## src/rtl/branch_checkpoint_stack_pkg.sv

```systemverilog
// Shared sizing constants and types for the branch checkpoint stack.
package branch_checkpoint_stack_pkg;

  localparam int unsigned PHYS_REG_SZ_R10K = 64;
  localparam int unsigned PHYS_REG_IDX_W   = $clog2(PHYS_REG_SZ_R10K);
  localparam int unsigned N                = 2;
  localparam int unsigned NUM_SCALAR_BITS  = $clog2(N + 1);
  localparam int unsigned BS_DEPTH         = 8;

  typedef logic [$clog2(BS_DEPTH)-1:0] BS_IDX;

  typedef struct packed {
    logic                        valid;
    logic [PHYS_REG_SZ_R10K-1:0] snapshot;
  } BS_ENTRY;

endpackage

```

## src/rtl/branch_checkpoint_stack.sv

```systemverilog
// Free-list checkpoint stack for in-flight branches; drives the free-list restore
// path on a mispredict and keeps stored snapshots current with retiring T_old registers.
module branch_checkpoint_stack
  import branch_checkpoint_stack_pkg::*;
#(
  parameter int unsigned DEPTH     = BS_DEPTH,
  parameter int unsigned PHYS_REGS = PHYS_REG_SZ_R10K
) (
  input  logic                                  clock,
  input  logic                                  reset,
  input  logic                                  push_valid,
  input  logic [PHYS_REGS-1:0]                  push_free_list,
  output logic [$clog2(DEPTH)-1:0]              push_tag,
  output logic                                  full,
  output logic [$clog2(DEPTH):0]                count,
  input  logic [N-1:0][$clog2(PHYS_REGS)-1:0]   phys_regs_retiring,
  input  logic [NUM_SCALAR_BITS-1:0]            num_retiring_valid,
  input  logic                                  resolve_valid,
  input  logic [$clog2(DEPTH)-1:0]              resolve_tag,
  input  logic                                  resolve_mispredict,
  output logic                                  restore_flag,
  output logic [PHYS_REGS-1:0]                  free_list_restore,
  output logic [DEPTH-1:0]                      squash_mask
);

  localparam int unsigned IDX_W = $clog2(DEPTH);
  localparam int unsigned PTR_W = IDX_W + 1;

  typedef logic [IDX_W-1:0] idx_t;
  typedef logic [PTR_W-1:0] ptr_t;

  typedef struct packed {
    logic                 valid;
    logic [PHYS_REGS-1:0] snapshot;
  } entry_t;

  entry_t               entries [DEPTH];
  ptr_t                 head;
  ptr_t                 tail;
  ptr_t                 occupancy;
  ptr_t                 tag_ptr;
  ptr_t                 squash_len;
  idx_t                 head_idx;
  idx_t                 tail_idx;
  idx_t                 off;
  logic [PHYS_REGS-1:0] retire_vec;
  logic [DEPTH-1:0]     squash;
  logic                 mispredict;
  logic                 correct_fire;
  logic                 push_fire;

  assign head_idx  = head[IDX_W-1:0];
  assign tail_idx  = tail[IDX_W-1:0];
  assign occupancy = tail - head;
  assign count     = occupancy;
  assign full      = (occupancy == PTR_W'(DEPTH));
  assign push_tag  = tail_idx;

  assign mispredict   = resolve_valid & resolve_mispredict & entries[resolve_tag].valid;
  assign correct_fire = resolve_valid & ~resolve_mispredict & entries[resolve_tag].valid;
  assign push_fire    = push_valid & ~full & ~(resolve_valid & resolve_mispredict);

  always_comb begin
    retire_vec = '0;
    for (int unsigned i = 0; i < N; i++) begin
      if (i < int'(num_retiring_valid)) retire_vec[phys_regs_retiring[i]] = 1'b1;
    end
  end

  // Rebuild the tag's full pointer (with wrap bit) from its distance past head, so
  // the rewound tail never leaves count above DEPTH.
  always_comb begin
    tag_ptr    = head + PTR_W'(idx_t'(resolve_tag - head_idx));
    squash_len = tail - tag_ptr;
    squash     = '0;
    off        = '0;
    for (int unsigned j = 0; j < DEPTH; j++) begin
      off = idx_t'(j) - resolve_tag;
      if (mispredict && (PTR_W'(off) < squash_len)) squash[j] = 1'b1;
    end
  end

  assign restore_flag      = mispredict;
  assign free_list_restore = mispredict ? entries[resolve_tag].snapshot : '0;
  assign squash_mask       = squash;

  always_ff @(posedge clock or negedge reset) begin
    if (!reset) begin
      head <= '0;
      tail <= '0;
      for (int unsigned j = 0; j < DEPTH; j++) entries[j] <= '0;
    end else begin
      for (int unsigned j = 0; j < DEPTH; j++) begin
        if (entries[j].valid && !squash[j])
          entries[j].snapshot <= entries[j].snapshot | retire_vec;
        if (squash[j]) entries[j].valid <= 1'b0;
      end
      if (correct_fire) entries[resolve_tag].valid <= 1'b0;
      if (push_fire) begin
        entries[tail_idx].valid    <= 1'b1;
        entries[tail_idx].snapshot <= push_free_list | retire_vec;
        tail                       <= tail + 1'b1;
      end else if (mispredict) begin
        tail <= tag_ptr;
      end
      if ((occupancy != '0) && !entries[head_idx].valid) head <= head + 1'b1;
    end
  end

endmodule

```

## config.mk

```make
export PLATFORM = sky130hd
export DESIGN_NAME = branch_checkpoint_stack
export DESIGN_NICKNAME = d
export VERILOG_FILES = /design/src/rtl/branch_checkpoint_stack_pkg.sv /design/src/rtl/branch_checkpoint_stack.sv
export SDC_FILE = /design/constraint.sdc
export NUM_CORES = 2
export LEC_CHECK = 0
export CAP_MARGIN = 20
export CELL_PAD_IN_SITES_DETAIL_PLACEMENT = 2
export CELL_PAD_IN_SITES_GLOBAL_PLACEMENT = 2
export CORE_MARGIN = 3
export CORE_UTILIZATION = 44
export CTS_BUF_LIST = sky130_fd_sc_hd__clkbuf_2 sky130_fd_sc_hd__clkbuf_4 sky130_fd_sc_hd__clkbuf_8
export DETAILED_ROUTE_END_ITERATION = 10
export GPL_TIMING_DRIVEN = 0
export PLACE_DENSITY_LB_ADDON = 0.1
export SYNTH_ARGS = -nofsm -noshare
export SYNTH_HDL_FRONTEND = slang
export SYNTH_SLANG_ARGS = --single-unit
```

## constraint.sdc

```tcl
create_clock -name clock -period 16.5 [get_ports clock]
set_clock_uncertainty 0.15 [all_clocks]
set_input_delay 3.3 -clock clock [delete_from_list [all_inputs] [get_ports clock]]
set_output_delay 3.3 -clock clock [all_outputs]
set_load 0.01 [all_outputs]
```

After elaboration in Yosys (flattened, before gate mapping)
Cells that the tools add are included.
- flip-flop bits (word level): 528
- input port bits: 86
- output and inout port bits: 81
- word-level logic and storage cells: 156
- add/subtract/negate cells: 14
- magnitude comparators: 19
- equality and inequality tests: 1
- multiplexer cells: 50
- bitwise gates (word level): 22
- reduce and logical (&&, ||, !) cells: 32
- operators by type and width (kind ; count):
    $bwmux 520 ; 3
    $mux 520 ; 2
    $mux 64 ; 12
    $or 64x64->64 ; 10
    $demux 65 s3 ; 3
    $bmux 65 s3 ; 2
    $mux 65 ; 6
    $lt 3x4->1 ; 8
    $logic_and 1x1->1 ; 21
    $mux 1 ; 18
    $lt 6x7->1 const B ; 2
    $demux 1 s6 ; 2
    $ge 4x4->1 const B ; 3
    $ge 6x1->1 const B ; 2
    $not 3->4 ; 3
    $sub 3x3->3 const A ; 4
    $logic_not 1->1 ; 9
    $add 4x1->4 const B ; 2
    $lt 4x1->1 const B ; 2
    $mux 4 ; 2
    $sub 4x4->4 ; 2
    $and 1x1->1 ; 6
    $sub 1x3->3 const A ; 2
    $sub 2x3->3 const A ; 2
    other kinds (7) ; 10

Longest topological paths before layout
- depth in word-level cells: 15
- gate-level depth with buffers: 19
- mapped depth without buffers: 16

Least setup slack after synthesis
OpenSTA, ideal clock, no wires.
- path type: input-to-output
- start point: input port resolve_tag[0]
- end point: output port squash_mask[0]
- arrival time: 6.927 ns
- data required time: 13.050 ns
- path slack: 6.123 ns
- stages: 16
- buffers on the path: 2
- path through: buf_2 inv_1 ha_1 inv_1 fa_1 xnor2_1 xnor2_1 ha_1 xor2_1 ha_1 and3b_1 o21ai_1 and2_1 buf_6 xnor2_1 a21oi_1
- longest elaborated chain between the ends: 7
- elaborated cells between the ends (all ways): 12
- those cells by class: 4 x add/sub; 1 x order compare; 4 x mux; 2 x bitwise; 1 x reduce/logical
- ends and longest elaborated chain (what ; RTL line ; source):
    start, declared ; branch_checkpoint_stack.sv:19 ; input logic [$clog2(DEPTH)-1:0] resolve_tag,
    branches (longest 5 deep; another with $add 4x3->4) ; -- ;
    $logic_and 1x1->1 (*) ; branch_checkpoint_stack.sv:79 ; if (mispredict && (PTR_W'(off) < squash_len)) squash[j] = 1'b1;
    $mux 1 (*) ; branch_checkpoint_stack.sv:79 ;
    end, declared ; branch_checkpoint_stack.sv:23 ; output logic [DEPTH-1:0] squash_mask
Mark *: on every way between the ends. The select of a mux whose other input is x is not followed.

Worst setup path in the final report
- start point: input port resolve_tag[2]
- end point: output port squash_mask[1]
The elaborated chain is that of the path after synthesis.

==> flow_summary.ini <==
[power_and_ir_drop]
power.total_mw = 9.35
leakage_nw = 13.4
irDropWorstVdd_mv = 0.173
power_density_nw_per_um2 = 270

[detailed_routing]
vias_per_cell = 7.24
firstDrtPassIters = 6
drcViolationCount = 0
detail_route.wl_per_cell_microns = 41.5
wl_mm = 173
vias = 30200
ant_nets = 0
drtIter0Drc = 4137

[logic_synthesis]
yosysUniqueCellTypes = 70
syn_nets = 3048
synthCells = 2929
yosysWarnings = 0
ys_ff_latch = 528
yosysSeqAreaShare_pct = 45.2
synth_edf_count = 0
synth_top_area_cell = dfrtp_1
synthTopCellsByArea = dfrtp_1, mux4_2, nor2_1
syn_area_per_cell_sq_um = 9.98
synth_ff_type = dfrtp_1
syn-cell-area_sq_um = 29200
synth_top_area_share_pct = 45.2
synthArstFlopShare_pct = 100

[global_routing]
grt_use_total_pct = 48.4
grt_pass1_wl_mm = 241
antenna_found_initial = 15
grt_pass1_vias = 32300
overflow = 0
grt_max_degree = 122

[place]
portBuffers = 164
hpwl_mm = 112
place_area_sq_um = 32300
gp_congestion = 1.04

[die]
die_w_microns = 264
rows = 93
die_area_sq_um = 69500
fp.coreArea_sq_um = 65000
start_util_pct = 44.9
dieHeight_microns = 264
ios = 167

[critical_path]
critical_path.cell_chain = clkdlybuf4s50_1 > clkbuf_1 > inv_1 > clkbuf_1 > xnor2_1 > ha_1 > xor2_1 > ha_1 > and3b_1 > or3_1 > buf_2 > and2_1 > buf_6 > xnor2_1 > a21oi_1 > clkdlybuf4s50_1
critical_path.max_stage_delay_ps = 600
worstPathMaxFanout = 12
slowest_stage = clkdlybuf4s50_1
required_ps = 13050
setup.worst_path.start_class = input pin
r2r-start = head[1]
cp-startpoint = resolve_tag[2]
critical_path_arrival_ps = 9030
cp-end-kind = primary output
crit_type = in2out

[cells_and_area]
final_common_cell = nor2_1
finalNetCount = 3350
fill_cells = 6473
utilization_pct = 53.3
stdcell_area_sq_um = 34700
areaGrowthSynthToFinish_pct = 18.6
final_cell_mix = nor2_1, dfrtp_1, o22ai_1, mux2i_1, o21ai_1
drive_gt1_share_pct = 14.7

[timing]
relSlewSlack_pct = 4.17
tightest_slew_ps = 1440
hold_viol = 0
clock.fmax_mhz = 80.1
min_period_ps = 12480
fin_crit_sh_pct = 75.6
slew_viol_final = 0
setup_violations = 0
rsz0062_at_grt = false
setup_tns_ps = 0

[clocking]
cts_tree = done
cts_max_path_buffers = 3
cts-buffers-inserted = 98
ctsHoldBuffers = 0
cts_setup_buffers = 0
clk_latency_ps = 760
htree_levels = 3
cts_resized = 0
cts_root_buffer = clkbuf_8
path_clk_slew_ps = 50
cts_sinks = 528

[status]
status = finished, final reports clean

[hold_path]
hold_class = reg2reg
worstHoldStart = entries[410]

[job]
cap_violations = 0
-- cell type report --
cell class                      instances  area, sq um  area share (%)
Buffer                                296         1510            4.35
Sequential cell                       528        13200            38.1
Antenna cell                           13         32.5          0.0939
Timing Repair Buffer                  202         2200            6.36
Clock inverter                         22          154           0.444
Inverter                               32          120           0.347
Multi-Input combinational cell       2073        14400            41.5
Tap cell                              855         1070            3.09
Clock buffer                          151         1960            5.65
-- synthesized netlist by cell type, drive strengths merged (17+ instances only) --
cell,count
nand2,134
a221o,17
buf,159
o22ai,321
mux4,130
nand2b,52
a21oi,77
dfrtp,528
ha,29
inv,32
clkbuf,137
o21ai,201
a22oi,21
mux2i,197
a32oi,35
nor2,660
-- report_power, final --
part | switching (mW) | internal [mW] | leakage [nW] | total, mW
Combinational | 3.81 | 1.67 | 6.34 | 5.48
Sequential | 0.489 | 1.95 | 5.92 | 2.44
Clock | 0.662 | 0.770 | 1.13 | 1.43
-- metrics by stage --
stage | setup WS, ps | hold slack [ps] | instances
finish | 4020 | 358 | 4172
floorplan | 6120 | 311 | 2929
detailed placement | 4230 | 340 | 3973
global route | 3880 | 373 | 4163
CTS | 4130 | 361 | 4146
global placement | -12010 | 325 | 3948
-- sequential cells by signal, indices dropped and copies added (netlist names) --
signal / flops
tail: 4
entries: 520
head: 4
-- logic make-up (layout without fill, tap and decap cells) --
kind of cell | after synthesis | count (layout) | share of synthesized area, %
other | 0 | 13 | 0
AO/OA/AOI/OAI | 742 | 742 | 16.3
buffers and inverters | 328 | 703 | 5.54
adder cells (fa/ha/maj) | 33 | 33 | 1.52
flip-flops | 528 | 528 | 45.2
AND/OR/NAND/NOR | 954 | 954 | 14.2
XOR/XNOR | 15 | 15 | 0.450
multiplexers | 329 | 329 | 16.8
-- metal layers --
| layer | GRT usage, % | up-vias | part of all wire, % | routed length (microns) |
|---|---|---|---|---|
| met5 | 0 | - | 0.12 | 206 |
| met4 | 35.2 | 10 | 8.8 | 15300 |
| met3 | 17.0 | 812 | 12 | 21600 |
| met2 | 71.8 | 2399 | 43 | 74400 |
| met1 | 58.3 | 15700 | 36 | 61800 |
| li1 | - | 11300 | - | - |
-- critical path: cells and delay by family --
kind / cells / cell delay, ps
buf+inv: 7 / 2840
xor+xnor: 3 / 1170
simple gates: 3 / 800
fa+ha+maj: 2 / 710
compound gates: 1 / 180
-- worst paths after layout --
path	to	slack [ps]	cells past startpoint
worst max-delay path	squash_mask[1]	4020	16
worst min-delay path	entries[410]	360	2
worst max register to register	entries[133]	10240	16
worst min register to register	entries[410]	360	2
max in group asynchronous	entries[356]	12180	3
min in group asynchronous	tail[2]	2330	1
(Power assumes the default switching activity.)
